[config.mk]
export PLATFORM = sky130hd
export DESIGN_NAME = seq_multdiv
export DESIGN_NICKNAME = d
export VERILOG_FILES = /design/src/rtl/seq_multdiv_pkg.sv /design/src/rtl/seq_multdiv_twos_abs.sv /design/src/rtl/seq_multdiv.sv
export SDC_FILE = /design/constraint.sdc
export NUM_CORES = 1
export LEC_CHECK = 0
export ABC_AREA = 1
export BUFFER_PORTS_ARGS = -buffer_cell sky130_fd_sc_hd__clkbuf_2
export CORE_UTILIZATION = 50
export DETAILED_ROUTE_END_ITERATION = 12
export PLACE_DENSITY = 0.77
export SYNTH_ARGS = -nofsm -noshare
export SYNTH_HDL_FRONTEND = slang
export SYNTH_SLANG_ARGS = --single-unit
[constraint.sdc]
create_clock -name clock -period 4.81 [get_ports clock]
set_clock_uncertainty 0.05 [all_clocks]
set_input_delay 0.7215 -clock clock [delete_from_list [all_inputs] [get_ports clock]]
set_output_delay 0.7215 -clock clock [all_outputs]
set_load 0.01 [all_outputs]
[src/rtl/seq_multdiv_pkg.sv]
// Shared types and constants for the sequential multiply/divide unit.
// Holds the controller state encoding, the operation encoding and the
// default operand width used by seq_multdiv and its bench.
package seq_multdiv_pkg;

    localparam int DEFAULT_WIDTH = 32;

    typedef enum logic [1:0] {
        ST_IDLE = 2'd0,
        ST_RUN  = 2'd1,
        ST_DONE = 2'd2
    } state_t;

    typedef enum logic {
        OP_MULT = 1'b0,
        OP_DIV  = 1'b1
    } op_t;

endpackage

[src/rtl/seq_multdiv_twos_abs.sv]
// twos_abs: WIDTH-bit conditional two's-complement negate.
// Driving i_negate with the operand's sign bit yields its magnitude (the most
// negative value maps onto itself, which read as unsigned is its magnitude);
// driving it with the wanted result sign turns a magnitude into a signed value.
module twos_abs #(
    parameter int WIDTH = 32
) (
    input  logic [WIDTH-1:0] i_value,
    input  logic             i_negate,
    output logic [WIDTH-1:0] o_value
);

    // Negate when asked, otherwise pass the value straight through
    always_comb begin
        o_value = i_value;
        if (i_negate) begin
            o_value = ~i_value + WIDTH'(1);
        end
    end

endmodule

[src/rtl/seq_multdiv.sv]
// seq_multdiv: sequential signed multiplier / divider.
// Operands are reduced to magnitudes at start, iterated one bit per clock for
// WIDTH clocks (shift-add multiply, restoring divide), then sign-corrected as
// the result is registered. Optional build macro SEQ_MULTDIV_EARLY_DIV0_EN makes
// a divide by zero skip the iteration and complete one cycle after start.
module seq_multdiv
    import seq_multdiv_pkg::*;
#(
    parameter int WIDTH = DEFAULT_WIDTH
) (
    input  logic             clock,
    input  logic             reset,
    input  logic [WIDTH-1:0] data_operandA,
    input  logic [WIDTH-1:0] data_operandB,
    input  logic             ctrl_MULT,
    input  logic             ctrl_DIV,
    output logic [WIDTH-1:0] data_result,
    output logic             data_exception,
    output logic             data_resultRDY,
    output logic             busy
);

    localparam int CW = $clog2(WIDTH + 1);

    state_t           r_state;
    op_t              r_op;
    logic [WIDTH-1:0] r_hi;
    logic [WIDTH-1:0] r_lo;
    logic [WIDTH-1:0] r_opB;
    logic             r_negResult;
    logic             r_divZero;
    logic [CW-1:0]    r_count;
    logic [WIDTH-1:0] r_result;
    logic             r_exception;
    logic             r_resultRdy;
    logic             r_busy;

    logic [WIDTH-1:0]   w_absA;
    logic [WIDTH-1:0]   w_absB;
    logic               w_start;
    op_t                w_startOp;
    logic [WIDTH:0]     w_sum;
    logic [WIDTH:0]     w_shifted;
    logic [WIDTH-1:0]   w_nextHi;
    logic [WIDTH-1:0]   w_nextLo;
    logic [2*WIDTH-1:0] w_signedProd;
    logic [WIDTH-1:0]   w_signedQuot;
    logic [WIDTH:0]     w_prodTop;
    logic               w_prodFits;
    logic               w_lastStep;

    assign w_start    = ctrl_MULT | ctrl_DIV;
    assign w_startOp  = ctrl_MULT ? OP_MULT : OP_DIV;
    assign w_lastStep = (r_count == CW'(WIDTH - 1));
    assign w_prodTop  = w_signedProd[2*WIDTH-1:WIDTH-1];
    assign w_prodFits = (&w_prodTop) | ~(|w_prodTop);

    twos_abs #(.WIDTH(WIDTH)) u_absA (
        .i_value  (data_operandA),
        .i_negate (data_operandA[WIDTH-1]),
        .o_value  (w_absA)
    );

    twos_abs #(.WIDTH(WIDTH)) u_absB (
        .i_value  (data_operandB),
        .i_negate (data_operandB[WIDTH-1]),
        .o_value  (w_absB)
    );

    twos_abs #(.WIDTH(2 * WIDTH)) u_fixProd (
        .i_value  ({w_nextHi, w_nextLo}),
        .i_negate (r_negResult),
        .o_value  (w_signedProd)
    );

    twos_abs #(.WIDTH(WIDTH)) u_fixQuot (
        .i_value  (w_nextLo),
        .i_negate (r_negResult),
        .o_value  (w_signedQuot)
    );

    // One iteration step: r_hi is the partial product / partial remainder, r_lo the multiplier / quotient
    always_comb begin
        w_sum     = {1'b0, r_hi} + (r_lo[0] ? {1'b0, r_opB} : {(WIDTH+1){1'b0}});
        w_shifted = {r_hi, r_lo[WIDTH-1]};
        w_nextHi  = r_hi;
        w_nextLo  = r_lo;
        if (r_op == OP_MULT) begin
            w_nextHi = w_sum[WIDTH:1];
            w_nextLo = {w_sum[0], r_lo[WIDTH-1:1]};
        end else if (w_shifted >= {1'b0, r_opB}) begin
            w_nextHi = WIDTH'(w_shifted - {1'b0, r_opB});
            w_nextLo = {r_lo[WIDTH-2:0], 1'b1};
        end else begin
            w_nextHi = w_shifted[WIDTH-1:0];
            w_nextLo = {r_lo[WIDTH-2:0], 1'b0};
        end
    end

    // Controller FSM with datapath registers and registered outputs
    always_ff @(posedge clock) begin
        if (reset) begin
            r_state     <= ST_IDLE;
            r_op        <= OP_MULT;
            r_hi        <= '0;
            r_lo        <= '0;
            r_opB       <= '0;
            r_negResult <= 1'b0;
            r_divZero   <= 1'b0;
            r_count     <= '0;
            r_result    <= '0;
            r_exception <= 1'b0;
            r_resultRdy <= 1'b0;
            r_busy      <= 1'b0;
        end else begin
            r_resultRdy <= 1'b0;
            case (r_state)
                ST_IDLE: begin
                    if (w_start) begin
                        r_op        <= w_startOp;
                        r_hi        <= '0;
                        r_lo        <= w_absA;
                        r_opB       <= w_absB;
                        r_negResult <= data_operandA[WIDTH-1] ^ data_operandB[WIDTH-1];
                        r_divZero   <= (data_operandB == '0);
                        r_count     <= '0;
                        r_busy      <= 1'b1;
`ifdef SEQ_MULTDIV_EARLY_DIV0_EN
                        if (w_startOp == OP_DIV && data_operandB == '0) begin
                            r_state     <= ST_DONE;
                            r_result    <= '0;
                            r_exception <= 1'b1;
                            r_resultRdy <= 1'b1;
                        end else begin
                            r_state <= ST_RUN;
                        end
`else
                        r_state <= ST_RUN;
`endif
                    end
                end
                ST_RUN: begin
                    r_hi    <= w_nextHi;
                    r_lo    <= w_nextLo;
                    r_count <= r_count + CW'(1);
                    if (w_lastStep) begin
                        r_state     <= ST_DONE;
                        r_resultRdy <= 1'b1;
                        if (r_op == OP_MULT) begin
                            r_result    <= w_signedProd[WIDTH-1:0];
                            r_exception <= ~w_prodFits;
                        end else if (r_divZero) begin
                            r_result    <= '0;
                            r_exception <= 1'b1;
                        end else begin
                            r_result    <= w_signedQuot;
                            r_exception <= w_nextLo[WIDTH-1] & ~r_negResult;
                        end
                    end
                end
                ST_DONE: begin
                    r_state <= ST_IDLE;
                    r_busy  <= 1'b0;
                end
                default: begin
                    r_state <= ST_IDLE;
                    r_busy  <= 1'b0;
                end
            endcase
        end
    end

    assign data_result    = r_result;
    assign data_exception = r_exception;
    assign data_resultRDY = r_resultRdy;
    assign busy           = r_busy;

endmodule

==> metrics <==
Final Util 56.3%; final wirelength 63.2 mm; total gr overflow 0; Tot GR Track Use 40.1%; Antenna Violating Nets Remaining 0; Final Slew Violations 0; max layer used met5; crit path buf inv count 0; worst setup margin 328 ps; max cap viols 0; total leakage power 8.90 nW; Chip Height 178 um; Most common cell on crit path nand2_1; Seq/Total Area, Yosys 18.3%; worst hold path type in -> reg; worst slack, placed 260 ps; Starting Density 50.8%; first-pass GRT wire length 96.9 mm; nets@finish 3018; full die area 31800 um2; vias in the first global route 17200; Routed met2 length 27.4 mm; most frequent cells after synthesis nand2_1, inv_1, nor2_1, nand3_1, a21oi_1; number of fill cells in the layout 3259; Peak VDD IR 254 uV; Synth Area in Adders 5.74%; Synth Area in Simple Gates 45.4%; worst-skew pair later-pin latency 460 ps; worst endpoint required time 5050 ps; area leader, netlist nand2_1; Core Area 30600 um2; yosys warns 0; top post-synthesis cells by area nand2_1, dfxtp_1, inv_1; Post-Syn Instances 2803; CP max-delay cell dfxtp_1; crit-path max cell delay 450 ps; routed wl met3 6.00 mm; Final GP Congestion 1.05; DRT iter0 DRCs 2177; clock slew at reported path FFs 70 ps; PwrDens 284 nW/um2; CP Class reg -> reg; Yosys reg bits 142; routed vias 19000; status complete, no violations; CTS tree done; Final setup viols 0; Clock Path Buffers 2; Async S/R FF share, synth 0%; die width 178 um; CP Data Arrival Time 4720 ps; largest family of logic cells by synthesized area simple AND/OR/NAND/NOR gates; Root Buffer clkbuf_16; drt drc 0; count of final hold-check violations 0; total CTS buffers 17; initial antenna violation count 2; mux share of post-synthesis cell area 0%; cell family with most CP delay simple AND/OR/NAND/NOR gates; largest net degree at the start of global routing 79; routed length per instance 19.2 um; Layout area overhead 10.9%; slew of the pin with the lowest slew margin 1180 ps; Post-synth EDFFs 0; syn_nets 2941; DPL Wire Length 50.4 mm; Final Cycle Share 93.2%; Yosys cell types 57; Rows 64; Via density 5.76; fraction of layout cells with a size suffix above 1 10.5%; reg2reg setup slack 330 ps; Post-Synth XOR/XNOR Area 4.06%; met1 wire length 26.6 mm; Netlist Area Pre-Place 15500 um2; n_diodes 0; number of H-tree levels 4; clk sinks 142; Port Buffers 102; CP Max Fanout 5; Detailed Routing Iterations Pass 1 6; Worst slew margin 20.5%; top cell type's share of synthesized area 22.2%; ys flop type dfxtp_1; Setup crit start kind flip-flop; compound-cell area share of the yosys netlist 14.0%; crit path time final 4480 ps; crit path capture type flip-flop; I/O Pins 103; most frequent cell after synthesis nand2_1; Avg Cell Area, Syn 5.54 um2; FMAX 223 MHz
-- cell families after synthesis --
| family | after synthesis |
|---|---|
| AO/OA/AOI/OAI | 384 |
| adder cells (fa/ha/maj) | 70 |
| XOR/XNOR | 72 |
| AND/OR/NAND/NOR | 1639 |
| flip-flops | 142 |
| buffers and inverters | 496 |
-- per-stage QoR --
stage	hold WS (ps)	area [um2]	total power [mW]	setup TNS [ps]	instances
2_1_floorplan	374	15500	2.77	0	2803
3_5_place_dp	407	16500	3.41	0	3254
6_report	407	17200	4.89	0	3288
5_1_grt	408	17200	5.15	-4.19	3288
4_1_cts	398	17100	4.80	0	3285
3_3_place_gp	399	16500	3.40	0	3254
-- state kept, by name (all words and copies together) (netlist names) --
signal and count:
busy 1, r_negResult 1, r_divZero 1, r_lo 32
r_state 2, r_op 1, data_result 32, data_exception 1
data_resultRDY 1, r_count 6, r_opB 32, r_hi 32
-- final timing paths --
| kind | start | to | cells past startpoint |
|---|---|---|---|
| worst min-delay path | ctrl_MULT | r_op$_SDFFE_PP0P_ | 2 |
| worst max register to register | r_hi[23]$_SDFFE_PP0P_ | data_exception$_SDFFE_PP0P_ | 32 |
| worst max-delay path | r_hi[23]$_SDFFE_PP0P_ | data_exception$_SDFFE_PP0P_ | 32 |
| worst min register to register | data_result[11]$_SDFFE_PP0P_ | data_result[11]$_SDFFE_PP0P_ | 2 |
-- placed cells by master (no fill, tap or decap), types with 4 or more instances in the layout --
master	Yosys	final
buf_4	4	47
inv_1	392	392
o21ai_0	98	98
o21bai_1	16	16
nand2_2	26	29
nor3_1	45	45
xor2_1	46	46
ha_2	0	5
or2_2	8	8
nand3b_1	20	20
o221ai_1	10	10
nor2_4	6	10
nand3_2	13	13
nor4_1	8	8
nand4_1	38	38
o211ai_1	5	5
nor2_2	16	15
a31oi_1	34	34
o21a_1	4	4
dfxtp_2	0	11
nor2_1	298	295
inv_2	8	8
xnor2_1	26	26
clkinv_1	4	4
ha_1	68	61
dfxtp_1	142	130
clkbuf_16	0	17
clkbuf_2	0	101
nand3_1	226	226
a21o_1	9	9
a21oi_1	171	169
nand2_1	919	916
o21ai_1	13	13
-- layout make-up --
type	count	area, um2	share of cell area [%]
Timing Repair Buffer	149	878	5.10
Sequential cell	142	2860	16.6
Inverter	405	1520	8.85
Clock buffer	18	429	2.49
Tap cell	396	495	2.88
Clock inverter	13	154	0.894
Multi-Input combinational cell	2165	10900	63.2
-- what timing repair did --
item,in CTS,in global routing
resized for setup,0,28
setup endpoints to repair,0,1
buffers inserted,0,3
hold buffers,0,0
endpoints found under the hold margin,0,0
-- worst reg2reg max path: cells and delay by family (launching register included) --
kind / cells / cell delay, ps
and+or+nand+nor: 29 / 3190
adders and majority gates: 2 / 550
DFF: 1 / 450
AOI/OAI and AO/OA: 1 / 70
-- where the power goes --
part / switching (mW) / leakage, nW / total (mW) / internal, mW
Combinational: 1.53 / 7.45 / 2.17 / 0.637
Sequential: 0.0717 / 1.17 / 1.32 / 1.25
Clock: 0.630 / 0.286 / 1.41 / 0.775
-- per-layer routing --
| layer | vias up | global-route usage, % |
|---|---|---|
| li1 | 9104 | - |
| met1 | 8678 | 51.9 |
| met2 | 983 | 63.1 |
| met3 | 185 | 7.86 |
| met4 | 4 | 20.1 |
| met5 | - | 0 |
Note: power is estimated with default switching activity, not from simulation.
